**src/rtl/pipe_pkg.sv**
```systemverilog
// Shared pipeline definitions: per-stage bundle widths, field offsets inside
// the bundles, and the occupancy encoding reported by pipe_stage_reg.
package pipe_pkg;

  localparam int unsigned EXMEM_W = 140;
  localparam int unsigned MEMWB_W = 71;

  // EX/MEM bundle layout, MSB first.
  localparam int unsigned JUMP_BIT       = 139;
  localparam int unsigned JUMP_ADDR_MSB  = 138;
  localparam int unsigned JUMP_ADDR_LSB  = 107;
  localparam int unsigned DECODER_MSB    = 106;
  localparam int unsigned DECODER_LSB    = 75;
  localparam int unsigned ALU_RES_MSB    = 74;
  localparam int unsigned ALU_RES_LSB    = 43;
  localparam int unsigned RS2_DATA_MSB   = 42;
  localparam int unsigned RS2_DATA_LSB   = 11;
  localparam int unsigned RD_MSB         = 10;
  localparam int unsigned RD_LSB         = 6;
  localparam int unsigned MEM_WE_BIT     = 5;
  localparam int unsigned MEM_RE_BIT     = 4;
  localparam int unsigned REG_WE_BIT     = 3;
  localparam int unsigned FUNCT3_MSB     = 2;
  localparam int unsigned FUNCT3_LSB     = 0;

  typedef struct packed {
    logic        jump;
    logic [31:0] jump_addr;
    logic [31:0] decoder;
    logic [31:0] alu_res;
    logic [31:0] rs2_data;
    logic [4:0]  rd;
    logic        mem_we;
    logic        mem_re;
    logic        reg_we;
    logic [2:0]  funct3;
  } exmem_t;

  // MEM/WB bundle layout, MSB first.
  localparam int unsigned WB_REG_WE_BIT  = 70;
  localparam int unsigned WB_RD_MSB      = 69;
  localparam int unsigned WB_RD_LSB      = 65;
  localparam int unsigned WB_DATA_MSB    = 64;
  localparam int unsigned WB_DATA_LSB    = 33;
  localparam int unsigned WB_PC_MSB      = 32;
  localparam int unsigned WB_PC_LSB      = 1;
  localparam int unsigned WB_TRAP_BIT    = 0;

  typedef struct packed {
    logic        reg_we;
    logic [4:0]  rd;
    logic [31:0] wb_data;
    logic [31:0] pc;
    logic        trap;
  } memwb_t;

  // Occupancy encoding of a stage register (entries held).
  localparam logic [1:0] OCC_EMPTY = 2'd0;
  localparam logic [1:0] OCC_ONE   = 2'd1;
  localparam logic [1:0] OCC_FULL  = 2'd2;

  function automatic logic [1:0] occ_count(input logic main_v, input logic skid_v);
    return {1'b0, main_v} + {1'b0, skid_v};
  endfunction

endpackage

```
**src/rtl/pipe_stage_reg.sv**
```systemverilog
// Generic pipeline stage register with valid/ready handshake, stall, flush
// and an optional 2-entry skid buffer that keeps in_ready_o registered.
module pipe_stage_reg
  import pipe_pkg::*;
#(
  parameter int unsigned       DATA_W     = EXMEM_W,
  parameter bit                SKID       = 1'b1,
  parameter logic [DATA_W-1:0] FLUSH_DATA = '0
) (
  input  logic              clk_i,
  input  logic              rst_n,
  input  logic              flush_i,
  input  logic              in_valid_i,
  output logic              in_ready_o,
  input  logic [DATA_W-1:0] in_data_i,
  output logic              out_valid_o,
  input  logic              out_ready_i,
  output logic [DATA_W-1:0] out_data_o,
  output logic [1:0]        occ_o
);

  // Handshake: a beat moves in on a rising edge with in_valid_i & in_ready_o,
  // and out with out_valid_o & out_ready_i; flush_i at the same edge wins.
  logic              r_main_valid;
  logic [DATA_W-1:0] r_main_data;
  logic              w_skid_valid;
  logic              w_in_ready;
  logic              w_in_fire;

  assign w_in_fire = in_valid_i & w_in_ready;

  if (SKID) begin : g_skid
    logic              r_skid_valid;
    logic [DATA_W-1:0] r_skid_data;
    logic              w_main_free;

    // Main can take a new entry when empty or when its beat leaves this edge.
    assign w_main_free  = ~r_main_valid | out_ready_i;
    assign w_in_ready   = ~r_skid_valid;
    assign w_skid_valid = r_skid_valid;

    always_ff @(posedge clk_i or negedge rst_n) begin
      if (!rst_n) begin
        r_main_valid <= 1'b0;
        r_main_data  <= FLUSH_DATA;
      end else if (flush_i) begin
        r_main_valid <= 1'b0;
        r_main_data  <= FLUSH_DATA;
      end else if (w_main_free) begin
        if (r_skid_valid) begin
          r_main_valid <= 1'b1;
          r_main_data  <= r_skid_data;
        end else if (w_in_fire) begin
          r_main_valid <= 1'b1;
          r_main_data  <= in_data_i;
        end else begin
          r_main_valid <= 1'b0;
        end
      end
    end

    // The skid entry only ever holds a beat older than anything still upstream.
    always_ff @(posedge clk_i or negedge rst_n) begin
      if (!rst_n) begin
        r_skid_valid <= 1'b0;
        r_skid_data  <= FLUSH_DATA;
      end else if (flush_i) begin
        r_skid_valid <= 1'b0;
        r_skid_data  <= FLUSH_DATA;
      end else if (r_skid_valid) begin
        if (w_main_free) begin
          r_skid_valid <= 1'b0;
        end
      end else if (w_in_fire && !w_main_free) begin
        r_skid_valid <= 1'b1;
        r_skid_data  <= in_data_i;
      end
    end
  end else begin : g_single
    logic w_out_fire;

    assign w_out_fire   = r_main_valid & out_ready_i;
    assign w_in_ready   = ~r_main_valid | out_ready_i;
    assign w_skid_valid = 1'b0;

    // Data is left in place when a beat drains; only valid drops.
    always_ff @(posedge clk_i or negedge rst_n) begin
      if (!rst_n) begin
        r_main_valid <= 1'b0;
        r_main_data  <= FLUSH_DATA;
      end else if (flush_i) begin
        r_main_valid <= 1'b0;
        r_main_data  <= FLUSH_DATA;
      end else if (w_in_fire) begin
        r_main_valid <= 1'b1;
        r_main_data  <= in_data_i;
      end else if (w_out_fire) begin
        r_main_valid <= 1'b0;
      end
    end
  end

  assign in_ready_o  = w_in_ready;
  assign out_valid_o = r_main_valid;
  assign out_data_o  = r_main_data;
  assign occ_o       = occ_count(r_main_valid, w_skid_valid);

  a_single_occ : assert property (@(posedge clk_i) disable iff (!rst_n)
    (SKID || (occ_o != OCC_FULL)));

  a_stall_stable : assert property (@(posedge clk_i) disable iff (!rst_n)
    (out_valid_o && !out_ready_i && !flush_i) |=> (out_valid_o && $stable(out_data_o)));

endmodule

```
**config.mk**
```make
export PLATFORM = sky130hd
export DESIGN_NAME = pipe_stage_reg
export DESIGN_NICKNAME = d
export VERILOG_FILES = /design/src/rtl/pipe_pkg.sv /design/src/rtl/pipe_stage_reg.sv
export SDC_FILE = /design/constraint.sdc
export NUM_CORES = 1
export LEC_CHECK = 0
export CORE_AREA = 2 2 153 155
export CTS_BUF_LIST = sky130_fd_sc_hd__clkbuf_4 sky130_fd_sc_hd__clkbuf_8
export DETAILED_ROUTE_END_ITERATION = 10
export DIE_AREA = 0 0 155 157
export GPL_ROUTABILITY_DRIVEN = 0
export PLACE_DENSITY_LB_ADDON = 0.08
export REMOVE_ABC_BUFFERS = 1
export SLEW_MARGIN = 20
export SYNTH_ARGS = -nofsm -noshare
export SYNTH_HDL_FRONTEND = slang
export SYNTH_SLANG_ARGS = --single-unit
```
**constraint.sdc**
```tcl
create_clock -name clk_i -period 2 [get_ports clk_i]
set_clock_uncertainty 0.15 [all_clocks]
set_input_delay 0.2 -clock clk_i [delete_from_list [all_inputs] [get_ports clk_i]]
set_output_delay 0.2 -clock clk_i [all_outputs]
set_load 0.05 [all_outputs]
```
Yosys cells after proc, flatten, opt, wreduce, memory -nomap -nowiden
Cells that the tools add are included.
Widths: inputs -> output; s select.
{"block": "op_classes", "addsub": 1, "bitwise_logic": 4, "n_eq_ne": 1, "n_reduce_logical": 7, "muxes": 15}
{"op": "$mux 140", "count": 7}
{"op": "$mux 1", "count": 8}
{"op": "$reduce_and 2->1", "count": 2}
{"op": "$reduce_bool 2->1", "count": 2}
{"op": "$reduce_bool 3->1", "count": 1}
{"op": "$add 1x1->2", "count": 1}
{"op": "$ne 2x2->1 const B", "count": 1}
{"op": "$not 1->1", "count": 2}
{"op": "$and 1x1->1", "count": 1}
{"op": "$logic_and 1x1->1", "count": 1}
{"op": "$logic_not 1->1", "count": 1}
{"op": "$or 1x1->1", "count": 1}
{"block": "totals", "in_bits": 145, "regBits": 282, "output_inout_bits": 144, "wordCells": 32}

Depth between registers and ports, before layout
{"block": "depth", "ltp_word": 7, "ltp_mapped": 7, "depth_no_buf": 3}

Worst setup path before layout
OpenSTA, ideal clock, no wires.
{"block": "synth_path", "path_kind": "reg2reg", "startpoint": "register r_main_valid, in the netlist out_valid_o", "endpoint": "register g_skid.r_skid_data[100]", "n_path_buf": 2, "path_slack_ns": 0.071, "required_ns": 1.729, "arrival_ns": 1.658, "setup_time_ns": 0.121, "path_stages_with_launch": 6, "period_less_slack_ns": 1.929, "path_cell_list": "dfrtp_1 > nor4bb_2 > nor2_1 > buf_2 > buf_2 > a22o_1"}
{"block": "synth_between", "elab_chain_cells": 6}
{"element": "start, declared", "line_no": "pipe_stage_reg.sv:24", "text": "logic r_main_valid;"}
{"element": "start signal, assigned", "line_no": "pipe_stage_reg.sv:44", "text": "r_main_valid <= 1'b0;"}
{"element": "start signal, assigned", "line_no": "pipe_stage_reg.sv:47", "text": "r_main_valid <= 1'b0;"}
{"element": "start signal, assigned", "line_no": "pipe_stage_reg.sv:51", "text": "r_main_valid <= 1'b1;"}
{"element": "$not 1->1", "line_no": "pipe_stage_reg.sv:38", "text": "assign w_main_free = ~r_main_valid | out_ready_i;"}
{"element": "$or 1x1->1", "line_no": "pipe_stage_reg.sv:38"}
{"element": "$logic_not 1->1", "line_no": "pipe_stage_reg.sv:74", "text": "end else if (w_in_fire && !w_main_free) begin"}
{"element": "$logic_and 1x1->1", "line_no": "pipe_stage_reg.sv:74"}
{"element": "$reduce_bool 2->1 (no source line)"}
{"element": "$reduce_and 2->1 (no source line)"}
{"element": "end signal, assigned", "line_no": "pipe_stage_reg.sv:76", "text": "r_skid_data <= in_data_i;"}
{"element": "end, declared", "line_no": "pipe_stage_reg.sv:34", "text": "logic [DATA_W-1:0] r_skid_data;"}
Every way passes these cells.
A chain may end at the register's enable or synchronous reset.

Final worst setup path
{"block": "layout_path", "startpoint": "register g_skid.r_skid_valid", "endpoint": "register g_skid.r_skid_data[1]"}
{"block": "layout_between", "elab_chain_cells": 5, "word_cells_on_any_way": 6, "cone_classes": "eq/ne (1); bitwise (2); reduce/logical (3)"}
{"element": "start, declared", "line_no": "pipe_stage_reg.sv:33", "text": "logic r_skid_valid;"}
{"element": "start signal, assigned", "line_no": "pipe_stage_reg.sv:65", "text": "r_skid_valid <= 1'b0;"}
{"element": "start signal, assigned", "line_no": "pipe_stage_reg.sv:68", "text": "r_skid_valid <= 1'b0;"}
{"element": "start signal, assigned", "line_no": "pipe_stage_reg.sv:72", "text": "r_skid_valid <= 1'b0;"}
{"element": "$not 1->1", "line_no": "pipe_stage_reg.sv:39", "text": "assign w_in_ready = ~r_skid_valid;"}
{"element": "$and 1x1->1", "line_no": "pipe_stage_reg.sv:30", "text": "assign w_in_fire = in_valid_i & w_in_ready;"}
{"element": "$logic_and 1x1->1", "line_no": "pipe_stage_reg.sv:74"}
{"element": "$reduce_bool 2->1 (no source line)"}
{"element": "$reduce_and 2->1 (no source line) *"}
Mark *: on every way between the ends. The rest lies on a longest branch, timed or not.

==> results.md <==
* Status: finished, violations left
* Failing checks: negative setup slack
* Worst-path clk slew at 0.06 ns
* EDFF count, synth at 0
* Largest buffer count on any clock path at 3
* FMAX at 464 MHz
* CP Data Required Time at 2.26 ns
* Crit-path slowest cell: dfrtp_4
* Highest net fanout along the worst path at 18
* Clk Latency, worst-skew pair at 0.53 ns
* GRT overflow at 0
* Final Non-Filler Cells at 1443
* Rel. slew slack at 62.9%
* Inst Count DP at 1329
* Max-cap violations at 0
* Worst Setup SP: g_skid.r_skid_valid
* Utilization after layout at 72.7%
* Share of layout cells above drive strength 1 at 14.6%
* Post-Syn Area at 11400 um^2
* #FFs+latches synth at 282
* Synth warn at 0
* Endpoints failing setup at 140
* Leading area contributor after synthesis: dfrtp_1
* Initial antenna violation count at 0
* Vias in the first global route at 8509
* Hold WS at 0.0143 ns
* First-pass GRT wire length at 48200 um
* Critical setup path kind: reg -> reg
* Final hold viol count at 0
* Pins Over Slew Limit at 0
* Core ar. at 22500 um^2
* Post-DP Area at 14900 um^2
* VDD IR-drop max at 0.587 mV
* Std-Cell Rows at 55
* CP startpoint kind: flip-flop
* Synthesized instance count at 791
* Largest net degree at the start of global routing at 66
* Initial core utilization at 50.6%
* DP HPWL at 18600 um
* Crit path largest cell delay at 0.51 ns
* PD cells at 851 nW/um^2
* CTS Buf Count at 47
* Area delta synth->final at 43.7%
* DR DRC count at 0
* Delay-heaviest family, CP: buffers and inverters
* Final Cycle Share at 108%
* Leak pwr at 0.00759 uW
* Bufs and invs on worst path at 5
* CTS tree: yes
* Die X at 155 um
* Data arrival, critical path at 2.42 ns
* I/O Pins at 289
* Post-synth ARST share at 100%
* Clk Tree Root Cell: clkbuf_8
* Cell Chain, Critical Path: buf_8, nor4bb_2, buf_4, buf_6, nor2_4, buf_12, clkbuf_16, a22o_1
* Main flop type after synthesis: dfrtp_1
* Die height at 157 um
* Min-Delay Path Class: in -> async
* Ranking of synthesized cells by area: dfrtp_1, mux2i_1, a22o_1
* Min Tclk post-route at 2.16 ns
* PortBufs at 288
* Worst R2R Path Depth at 8
* TNS Setup at -16.94 ns
* Syn avg cell area at 14.4 um^2
* Smallest setup slack after layout at -0.157 ns
* Routed WL at 32100 um
* Initial DRC count at 501
* Final Cell Area at 16400 um^2
* Library cells used by synthesis at 20
* Top-area cell type share of the netlist area at 62.0%
* Routed Antenna Nets at 0
* H-Tree Depth at 2
* Die ar. at 24300 um^2
* Drt wl/cell at 22.3 um
* GRT Total Usage at 25.0%
* Worst Setup End Kind: flip-flop
* Worst slew pin tran at 0.559 ns
* Worst R2R Start: g_skid.r_skid_valid
* CP Depth at 8
* Via Count at 8478
* Register area share after synthesis at 62.0%
* Total Nets Final at 1267
* # clock sinks at 282
* Initial DRT Pass Iterations at 5
* DR vias/cell at 5.88
* Unrepaired setup endpoints after global routing: true
## through the flow
step | power (uW) | setup slack [ns]
detailed placement | 8480 | -0.0724
global placement | 8470 | -0.0425
global route | 14500 | -0.173
finish | 13900 | -0.157
floorplan | 7350 | -7.95
CTS | 14000 | -0.0510
## worst register-to-register path: stages (launching register included)
cell and delay [ns]:
dfrtp_4 0.51, buf_8 0.14, nor4bb_2 0.31, buf_4 0.18
buf_6 0.09, nor2_4 0.05, buf_12 0.17, clkbuf_16 0.20
a22o_1 0.24
## state kept, by name (all words and copies together), names as in the netlist
name	count
out_valid_o	1
out_data_o	140
g_skid.r_skid_valid	1
g_skid.r_skid_data	140
## final cells by class
cell class                      instances  area [um^2]
Inverter                                1         3.75
Timing Repair Buffer                  358         3910
Tap cell                              285          357
Clock inverter                          5         50.0
Antenna cell                            1         2.50
Fill cell                            1599         6130
Sequential cell                       282         7060
Clock buffer                           80         1010
Multi-Input combinational cell        431         3970
## layout by cell type (no fill, tap or decap)
cell	n
ha_4	1
a22o_1	140
nor3_1	1
nor4bb_2	1
inv_1	1
clkdlybuf4s50_1	143
bufinv_16	1
clkbuf_8	66
a21oi_4	1
clkinv_2	4
nand3b_1	1
clkbuf_4	14
nor2b_4	1
buf_12	28
nor2_4	1
buf_16	4
bufbuf_16	3
buf_8	3
mux2i_1	140
diode_2	1
a21oi_1	1
dlygate4sd2_1	136
clkbuf_16	9
dfrtp_4	1
nor2_1	1
nand2b_1	1
dfrtp_1	281
buf_6	2
buf_4	29
dlygate4sd3_1	1
or2_1	1
o2bb2ai_1	140
## worst paths after layout
kind,end,slack [ns]
max,g_skid.r_skid_data[1],-0.16
min,out_data_o[68],0.01
max reg2reg,g_skid.r_skid_data[1],-0.16
min reg2reg,out_data_o[90],0.33
max in group asynchronous,g_skid.r_skid_valid,0.98
min in group clk_i,g_skid.r_skid_data[122],0.14
## per-layer routing
layer	global-route usage, %	share of wire, %
met4	7.54	2.0
met5	0	0
met2	36.5	45
met3	5.56	6.6
met1	37.6	47
## synthesized netlist by cell type, types with 2 or more instances
cell type,count
buf_2,49
clkbuf_1,13
buf_1,4
a22o_1,140
mux2i_1,140
dfrtp_1,282
buf_4,10
o2bb2ai_1,140
nor2_1,2
## power by group
group | leakage [uW] | switching (uW) | internal, uW
registers | 0.00384 | 156 | 5960
logic | 0.00318 | 1390 | 851
clock network | 0.000569 | 2260 | 3310
## kinds of logic after synthesis
| kind of cell | share of synthesized area (%) |
|---|---|
| AO/OA/AOI/OAI | 21.6 |
| flip-flops | 62.0 |
| multiplexers | 12.3 |
| buffers and inverters | 3.50 |
| AND/OR/NAND/NOR | 0.483 |
| adder cells (fa/ha/maj) | 0.110 |
## what timing repair did
item / in CTS / in global routing
setup endpoints to repair: 139 / 107
hold buffers: 1 / 0
cloned: 3 / 11
gates resized for setup: 140 / 5
buffers inserted: 2 / 11
pin swaps: 37 / 39
hold endpoints to repair: 282 / 0
Note: power is estimated with default switching activity, not from simulation.
